[src/rtl/pipe_regfile.sv]
// Two-read/one-write register file that zeroes itself with a one-entry-per-cycle sweep after reset or i_clr.
// Reads are combinational with same-cycle write bypass; writes land in one cycle; o_busy flags the sweep, no backpressure.
module pipe_regfile #(
    parameter int DATA_W   = 32,
    parameter int ADDR_W   = 5,
    parameter bit ZERO_REG = 1'b1
) (
    input  logic              i_clk,
    input  logic              i_rst_n,
    input  logic              i_clr,
    input  logic [ADDR_W-1:0] i_raddr1,
    input  logic [ADDR_W-1:0] i_raddr2,
    input  logic              i_we,
    input  logic [ADDR_W-1:0] i_waddr,
    input  logic [DATA_W-1:0] i_wdata,
    output logic [DATA_W-1:0] o_rdata1,
    output logic [DATA_W-1:0] o_rdata2,
    output logic              o_busy
);

    localparam int DEPTH = 1 << ADDR_W;

    typedef enum logic {
        ST_IDLE  = 1'b0,
        ST_CLEAR = 1'b1
    } state_t;

    state_t            state;
    logic [ADDR_W-1:0] cnt;
    logic [DATA_W-1:0] mem [DEPTH];

    logic              wr_fire;
    logic              mem_we;
    logic [ADDR_W-1:0] mem_waddr;
    logic [DATA_W-1:0] mem_wdata;

    // A user write only counts in IDLE with no clear request; reset drops it too.
    assign wr_fire = i_rst_n && (state == ST_IDLE) && i_we && !i_clr
                     && !(ZERO_REG && (i_waddr == '0));

    always_comb begin
        mem_we    = 1'b0;
        mem_waddr = i_waddr;
        mem_wdata = i_wdata;
        if (i_rst_n && (state == ST_CLEAR)) begin
            mem_we    = 1'b1;
            mem_waddr = cnt;
            mem_wdata = '0;
        end else if (wr_fire) begin
            mem_we = 1'b1;
        end
    end

    always_ff @(posedge i_clk) begin
        if (mem_we) begin
            mem[mem_waddr] <= mem_wdata;
        end
    end

    always_ff @(posedge i_clk) begin
        if (!i_rst_n) begin
            state <= ST_CLEAR;
            cnt   <= '0;
        end else begin
            case (state)
                ST_CLEAR: begin
                    cnt <= cnt + 1'b1;
                    if (cnt == ADDR_W'(DEPTH - 1)) begin
                        state <= ST_IDLE;
                    end
                end
                default: begin
                    if (i_clr) begin
                        state <= ST_CLEAR;
                        cnt   <= '0;
                    end
                end
            endcase
        end
    end

    assign o_busy = (state == ST_CLEAR);

    always_comb begin
        o_rdata1 = mem[i_raddr1];
        if (o_busy || (ZERO_REG && (i_raddr1 == '0))) begin
            o_rdata1 = '0;
        end else if (wr_fire && (i_waddr == i_raddr1)) begin
            o_rdata1 = i_wdata;
        end
    end

    always_comb begin
        o_rdata2 = mem[i_raddr2];
        if (o_busy || (ZERO_REG && (i_raddr2 == '0))) begin
            o_rdata2 = '0;
        end else if (wr_fire && (i_waddr == i_raddr2)) begin
            o_rdata2 = i_wdata;
        end
    end

endmodule

[config.mk]
export PLATFORM = sky130hd
export DESIGN_NAME = pipe_regfile
export DESIGN_NICKNAME = d
export VERILOG_FILES = /design/src/rtl/pipe_regfile.sv
export SDC_FILE = /design/constraint.sdc
export NUM_CORES = 1
export LEC_CHECK = 0
export BUFFER_PORTS_ARGS = -buffer_cell sky130_fd_sc_hd__buf_4
export CORE_MARGIN = 5
export CORE_UTILIZATION = 57
export DETAILED_ROUTE_END_ITERATION = 10
export HOLD_SLACK_MARGIN = 0.02
export PLACE_DENSITY = 0.77
export SLEW_MARGIN = 15
export SYNTH_ARGS = -nofsm -noshare
export SYNTH_HDL_FRONTEND = slang
export SYNTH_SLANG_ARGS = --single-unit
[constraint.sdc]
create_clock -name i_clk -period 3.4 [get_ports i_clk]
set_clock_uncertainty 0.2 [all_clocks]
set_input_delay 0.34 -clock i_clk [delete_from_list [all_inputs] [get_ports i_clk]]
set_output_delay 0.34 -clock i_clk [all_outputs]
set_load 0.1 [all_outputs]
# After elaboration in Yosys (flattened, before gate mapping)
# Memories as Yosys holds them, arrays and structs flattened.
# Cells that the tools add are included.
[totals]
ff_bits = 6
mem_bits_rw = 1024
in_bits = 51
wordCells = 38
mem_count = 1
[op_classes]
addsub = 1
eq_ne = 3
n_mux = 15
n_bitwise = 1
reduce_logical = 15
[mem_list]
columns = ["name", "depth", "width", "rd", "rd_ports_with_merged_regs", "write_ports", "line", "text"]
rows = [
  ["mem", 32, 32, 2, 0, 1, "30", "logic [DATA_W-1:0] mem [DEPTH];"],
]
[ops]
columns = ["cell", "count"]
rows = [
  ["$mux 32", 5],
  ["$logic_not 5->1", 3],
  ["$mux 5", 3],
  ["$eq 5x5->1", 2],
  ["$logic_and 1x1->1", 7],
  ["$mux 1", 7],
  ["$add 5x1->5 const B", 1],
  ["$eq 5x5->1 const B", 1],
  ["$logic_not 1->1", 2],
  ["$logic_or 1x1->1", 2],
  ["$reduce_bool 2->1", 1],
  ["$not 1->1", 1],
]

# Logic depth before layout (Yosys ltp)
# Gate-level depths: netlist (run 1).
[depth]
depth_word = 9
ltp_mapped = 9

# Worst setup path after synthesis (run 1)
# OpenSTA, ideal clock, no wires.
[synth_timing]
kind = "register to register"
start = "register state, in the netlist o_busy"
end = "memory mem[24][0] (enable)"
setup_time_ps = 421
arrival_time_ps = 3360
setup_slack_ps = -581
path_stages_with_launch = 6
n_path_buf = 1
path_cell_list = "dfxtp_1 nand2_1 clkbuf_1 o21ai_0 nand2_1 nor2_1"
[synth_between]
elab_chain_len = 9
word_cells_on_any_way = 11
[synth_lines]
columns = ["item", "line", "text"]
rows = [
  ["from (decl)", "28", "state_t state;"],
  ["from (signal assigned)", "62", "state <= ST_CLEAR;"],
  ["from (signal assigned)", "69", "state <= ST_IDLE;"],
  ["from (signal assigned)", "74", "state <= ST_CLEAR;"],
  ["$not 1->1", "38", "assign wr_fire = i_rst_n && (state == ST_IDLE) && i_we && !i_clr"],
  ["$logic_and 1x1->1 (3 in series)", "38", ""],
  ["$logic_and 1x1->1", "39", "&& !(ZERO_REG && (i_waddr == '0));"],
  ["$mux 1", "49", "end else if (wr_fire) begin"],
  ["$mux 1", "45", "if (i_rst_n && (state == ST_CLEAR)) begin"],
  ["$mux 1", "55", "if (mem_we) begin"],
  ["$mux 1 (not written as such)", "56", "mem[mem_waddr] <= mem_wdata;"],
  ["to (decl)", "30", ""],
]
# Parallel ways exist; a longest one is shown, timed or not.

==> impl_metrics.env, run 1 <==
export IMPL_hp_start="i_wdata[20]"
export IMPL_drive_above_1_share_pct=34.4
export IMPL_worstPathCellList="mux4_2, a22oi_1, a21oi_2, a311o_1, buf_4"
export IMPL_netSwitchingFraction_pct=22.4
export IMPL_synthArstFlopShare_pct=0
export IMPL_status="finished, final reports clean"
export IMPL_antenna_found_initial=4
export IMPL_synth_seq_cells=1030
export IMPL_num_rows=107
export IMPL_gp_congestion=0.954
export IMPL_ys_types=44
export IMPL_cts_max_level=3
export IMPL_fmax_mhz=294
export IMPL_synth_edf_count=1024
export IMPL_die_w_microns=303
export IMPL_grt_max_degree=94
export IMPL_yosys_top_cells_area="edfxtp_1, mux4_2, mux2i_1"
export IMPL_fillers=5359
export IMPL_cts_buffers=102
export IMPL_synth_top_cell_area_share_pct=62.9
export IMPL_cellPowerDensity_mw_per_mm2=491
export IMPL_drtIter0Drc=4926
export IMPL_cts_tree="done"
export IMPL_rsz0062_at_grt="true"
export IMPL_dpl_worst_slack_ns=0.0926
export IMPL_mostFrequentLayoutCells="edfxtp_1, mux4_2, mux2i_1"
export IMPL_via_count=31031
export IMPL_coreArea_sq_mm=0.0851
export IMPL_dieArea_sq_mm=0.0917
export IMPL_endpoint_kind="primary output"
export IMPL_drc=0
export IMPL_setup_viol=0
export IMPL_avgViaCountPerCell=7.54
export IMPL_yosysSeqAreaShare_pct=63.2
export IMPL_max_slew_margin_pct=21.6
export IMPL_synth_flop_cell="edfxtp_1"
export IMPL_dr_pass1_iters=6
export IMPL_critPathMaxStageDelay_ns=0.58
export IMPL_intPower_w=0.0217
export IMPL_io_buffers=115
export IMPL_grt_pass1_wl_microns=218000
export IMPL_switchingPower_w=0.00627
export IMPL_r2r_cells=5
export IMPL_dpl_hpwl_microns=92000
export IMPL_rr_endpoint="mem[24][1]$_DFFE_PP_"
export IMPL_drv_cap=0
export IMPL_synth_area_leader_cell="edfxtp_1"
export IMPL_slowest_stage="a22oi_1"
export IMPL_area_delta_synth_final_pct=16.4
export IMPL_min_path_type="in2reg"
export IMPL_start_util_pct=57.4
export IMPL_finalNetCount=2934
export IMPL_cts_sinks=1030
export IMPL_power_frac_seq_pct=50.6
export IMPL_p_clk_share_pct=40.7
export IMPL_root_buffer="clkbuf_16"
export IMPL_wl_per_cell_microns=36.7
export IMPL_leakage_nw=18.8
export IMPL_boundaryPins=116
export IMPL_setup_ws_ns=0.00282
export IMPL_grt_pass1_vias=31979
export IMPL_maxSlewViolCount=0
export IMPL_insertion_delay_ns=0.65
export IMPL_startpoint="mem[31][20]$_DFFE_PP_"
export IMPL_clk_path_buf_depth=3
export IMPL_r2r_slack_ns=0.57
export IMPL_crit_path_end="o_rdata1[20]"
export IMPL_tightest_slew_ns=1.17
export IMPL_crit_fanout=2
export IMPL_synth_warnings=0
export IMPL_grt_total_usage_pct=32.9
export IMPL_drt_antenna_violating_nets=0
export IMPL_postSynthNetCount=2690
export IMPL_worst_setup_path_type="reg2out"
export IMPL_startpoint_type="flip-flop"
export IMPL_final_util_pct=66.8
export IMPL_crit_required_ns=2.86
export IMPL_hold_viol_final=0
export IMPL_irDropWorstVdd_uv=376
export IMPL_overflow=0
export IMPL_period_minus_slack_ns=3.40
export IMPL_syn_area_sq_mm=0.0489
export IMPL_die_h_microns=303
export IMPL_fin_cells=4115
export IMPL_clkTransAtPathRegs_ns=0.06
export IMPL_comb_power_share_pct=8.7
export IMPL_layout_commonest_cell="edfxtp_1"
export IMPL_r2r_start="o_busy$_SDFF_PN1_"
export IMPL_wl_microns=151000
export IMPL_place_inst=3900
export IMPL_synth_cells=2637
export IMPL_avgSynthCellArea_sq_um=18.5
export IMPL_post_route_period_util_pct=99.9
export IMPL_crit_arrival_ns=2.86
## layout make-up
type / count / area (sq um) / area share, %
inverter: 6 / 22.5 / 0.0396
multi-input combinational: 1375 / 17100 / 30.1
sequential: 1030 / 30900 / 54.2
antenna: 4 / 10.0 / 0.0176
clock inverter: 65 / 651 / 1.14
tap: 1144 / 1430 / 2.52
clock buffer: 125 / 2720 / 4.79
timing repair buffer: 366 / 4070 / 7.15
## worst min-delay path by stage
stage | slack (ns) | depth (start not counted) | to
finish | 0.06 | 2 | mem[0][20]$_DFFE_PP_
global route | 0.05 | 2 | mem[0][20]$_DFFE_PP_
CTS | 0.03 | 2 | mem[0][20]$_DFFE_PP_
detailed placement | 0.41 | 2 | cnt[4]$_SDFFE_PN0P_
global placement | 0.40 | 2 | cnt[4]$_SDFFE_PN0P_
floorplan | 0.33 | 2 | o_busy$_SDFF_PN1_
## kinds of logic after synthesis
kind of cell               share of synthesized area (%)
xor gates and xnor gates                           0.179
DFF                                                 63.2
AOI/OAI and AO/OA                                   9.74
buffers and inverters                               2.59
adders and majority gates                         0.0512
and+or+nand+nor                                     1.29
muxes                                               23.0
## power groups by stage
| stage | clock (W) | sequential, W | combinational, W |
|---|---|---|---|
| 6_report | 0.0114 | 0.0141 | 0.00243 |
| 5_1_grt | 0.0120 | 0.0141 | 0.00251 |
| 4_1_cts | 0.0114 | 0.0141 | 0.00238 |
| 3_5_place_dp | 0 | 0.0144 | 0.00235 |
| 3_3_place_gp | 0 | 0.0144 | 0.00229 |
| 2_1_floorplan | 0 | 0.0144 | 0.00149 |
## critical path, delay by kind of cell, from the launching register on
family	cells	cell delay, ns
compound gates	3	1.06
mux	1	0.50
flops	1	0.39
buf+inv	1	0.24
## stage by stage
stage                     hold slack [ns]  total power [W]  instance area, sq um  setup TNS [ns]
final                              0.0592           0.0279                 56900               0
after global routing               0.0506           0.0287                 56900         -0.0329
after CTS                          0.0268           0.0279                 56800               0
after detailed placement            0.414           0.0168                 53000               0
after global placement              0.404           0.0167                 53000               0
after floorplan                     0.326           0.0159                 49000         -169.12
## layer usage
layer / part of all wire, % / track usage, % / up-vias
li1: - / - / 12012
met1: 33 / 43.0 / 15763
met2: 46 / 51.0 / 2637
met3: 15 / 9.97 / 617
met4: 6.0 / 16.7 / 2
met5: 0.0086 / 0 / -
## repair_timing
item / 4_1_cts / 5_1_grt
gates resized for setup: 49 / 20
hold buffers: 7 / 0
setup endpoints to repair: 64 / 32
pin swaps: 7 / 5
hold endpoints to repair: 22 / 0
setup buffers: 10 / 1
gates cloned: 3 / 0
## Yosys cell counts, drive strengths merged (3+ instances only)
master and number:
dfxtp 6, xnor2 10, and2 37, o31ai 3, nor2b 7, clkbuf 104
buf 122, edfxtp 1024, nand2 14, inv 6, nor3 3, a311o 64
a221oi 128, o21bai 64, a22oi 193, o21ai 8, nand3 5, nor2 47
mux4 384, a21oi 130, mux2i 258
## state kept, by name, indices dropped and copies added, names as in the netlist
| register | cells |
|---|---|
| mem | 1024 |
| cnt | 5 |
| o_busy | 1 |
No activity file was read; power rests on OpenSTA's default activity.
==> inputs of run 2 (changes only) <==
Settings changed: REMOVE_ABC_BUFFERS set to 1.
==> run 2 against run 1 <==
The run now ends with setup timing left. Die area stayed put. Via count up 1.7%. Sequential power about the same. Power is 0.73% lower. Setup slack worse by 0.061 ns. Cell area increased by 0.59%.
==> impl_metrics.env, run 2 (synthesized netlist as in run 1, its figures left out) <==
export IMPL_status="complete, but fails checks"
export IMPL_violations="setup timing"
export IMPL_leakage_nw=18.9
export IMPL_worstPathCellList="nor2_4, o2111ai_4, o31ai_4, buf_4, buf_16, a21oi_1, a311o_1, buf_8"
export IMPL_dpl_worst_slack_ns=-0.0197
export IMPL_mostFrequentLayoutCells="edfxtp_1, mux4_2, mux2i_1"
export IMPL_tns_ns=-0.567
export IMPL_p_clk_share_pct=40.1
export IMPL_crit_arrival_ns=2.92
export IMPL_netSwitchingFraction_pct=22.8
export IMPL_overflow=0
export IMPL_drc=0
export IMPL_crit_fanout=15
export IMPL_post_route_period_util_pct=102
export IMPL_fin_cells=4147
export IMPL_critPathBufInv=3
export IMPL_coreArea_sq_mm=0.0851
export IMPL_hold_viol_final=0
export IMPL_layout_commonest_cell="edfxtp_1"
export IMPL_via_count=31545
export IMPL_io_buffers=115
export IMPL_crit_required_ns=2.86
export IMPL_tightest_slew_ns=1.16
export IMPL_dpl_hpwl_microns=94000
export IMPL_cts_buffers=99
export IMPL_comb_power_share_pct=9.0
export IMPL_drv_cap=0
export IMPL_startpoint_type="flip-flop"
export IMPL_boundaryPins=116
export IMPL_wl_microns=154000
export IMPL_die_w_microns=303
export IMPL_power_frac_seq_pct=51.0
export IMPL_drt_antenna_violating_nets=0
export IMPL_clk_path_buf_depth=3
export IMPL_final_area_sq_mm=0.0572
export IMPL_setup_ws_ns=-0.0587
export IMPL_drive_above_1_share_pct=35.4
export IMPL_grt_max_degree=65
export IMPL_clkTransAtPathRegs_ns=0.07
export IMPL_gp_congestion=0.950
export IMPL_start_util_pct=57.4
export IMPL_fmax_mhz=289
export IMPL_endpoint_kind="primary output"
export IMPL_rsz0062_at_grt="true"
export IMPL_top_register="mem"
export IMPL_cts_tree="done"
export IMPL_worst_setup_path_type="reg2out"
export IMPL_cts_max_level=3
export IMPL_root_buffer="clkbuf_16"
export IMPL_setup_viol=21
export IMPL_cts_sinks=1030
export IMPL_grt_pass1_wl_microns=221000
export IMPL_cellPowerDensity_mw_per_mm2=484
export IMPL_period_minus_slack_ns=3.46
export IMPL_irDropWorstVdd_uv=553
export IMPL_switchingPower_w=0.00631
export IMPL_maxSlewViolCount=0
export IMPL_final_util_pct=67.2
export IMPL_intPower_w=0.0214
export IMPL_insertion_delay_ns=0.66
export IMPL_num_rows=107
export IMPL_wl_per_cell_microns=37.2
export IMPL_place_inst=3936
export IMPL_crit_family="compound AO/OA/AOI/OAI gates"
export IMPL_area_delta_synth_final_pct=17.1
export IMPL_finalNetCount=2972
export IMPL_max_slew_margin_pct=22.6
export IMPL_avgViaCountPerCell=7.61
export IMPL_die_h_microns=303
export IMPL_placed_area_sq_mm=0.0533
export IMPL_grt_pass1_vias=32542
export IMPL_dieArea_sq_mm=0.0917
export IMPL_drtIter0Drc=4777
export IMPL_antenna_found_initial=0
export IMPL_largest_reg_flops=1024
export IMPL_min_path_type="in2reg"
export IMPL_slowest_stage="a311o_1"
export IMPL_critPathMaxStageDelay_ns=0.41
export IMPL_grt_total_usage_pct=33.3
export IMPL_dr_pass1_iters=9
-- run 2: cell types whose count changed in the layout (fill, tap and decap cells not counted), sizes merged --
| cell | previous run | this run |
|---|---|---|
| dlygate4sd3 | 7 | 4 |
| clkbuf | 127 | 119 |
| inv | 10 | 12 |
| buf | 357 | 398 |
| diode | 4 | 2 |
| clkinv | 44 | 40 |
| clkinvlp | 5 | 10 |
| dlymetal6s2s | 0 | 1 |
-- run 2: worst paths after layout --
path	startpoint	to	slack (ns)	depth (start not counted)
min	i_wdata[10]	mem[23][10]$_DFFE_PP_	0.05	2
max reg2reg	o_busy$_SDFF_PN1_	mem[24][12]$_DFFE_PP_	0.46	7
min reg2reg	cnt[0]$_SDFFE_PN0P_	cnt[0]$_SDFFE_PN0P_	0.46	2
max	o_busy$_SDFF_PN1_	o_rdata1[21]	-0.06	8
-- run 2: metal layers --
metal / global-route usage, % / part of all wire [%] / vias to the layer above
met2: 52.8 / 48 / 2787
met5: 0 / 0 / -
li1: - / - / 12060
met4: 20.2 / 7.2 / 0
met1: 41.8 / 31 / 16084
met3: 8.64 / 14 / 614
-- run 2: power by group through the flow --
stage	clock network (W)	logic [W]	registers, W
6_report	0.0111	0.00249	0.0141
5_1_grt	0.0117	0.00256	0.0141
4_1_cts	0.0111	0.00243	0.0141
3_5_place_dp	0	0.00241	0.0144
3_3_place_gp	0	0.00236	0.0144
2_1_floorplan	0	0.00115	0.0144
-- run 2: per-stage QoR --
stage / power (W) / hold WS (ns)
global placement: 0.0167 / 0.408
floorplan: 0.0155 / 0.216
CTS: 0.0277 / 0.0319
finish: 0.0277 / 0.0531
global route: 0.0284 / 0.0762
detailed placement: 0.0168 / 0.418
-- run 2: worst register-to-register path, cell delays in order (launching register included) --
cell and delay [ns]:
dfxtp_4 0.37, nor2_4 0.19, buf_4 0.14, nand3_1 0.15, nor2_4 0.18, a32oi_2 0.16, nor2_4 0.84, buf_4 0.39
-- run 2: what timing repair did --
item | CTS | global route
pin swaps | 7 | 6
setup buffers | 11 | 7
gates cloned | 3 | 2
hold endpoints to repair | 10 | 0
hold buffers | 4 | 0
gates resized for setup | 26 | 70
endpoints found under the setup margin | 64 | 57
-- run 2: final cells by class --
| type | instances | area (sq um) |
|---|---|---|
| diodes | 2 | 5.00 |
| clock buffers | 115 | 2560 |
| clock inverters | 68 | 688 |
| fillers | 5296 | 27900 |
| inverters | 6 | 22.5 |
| multi-input cells | 1375 | 17100 |
| flip-flops and latches | 1030 | 30900 |
| well taps | 1144 | 1430 |
| repair buffers | 407 | 4530 |
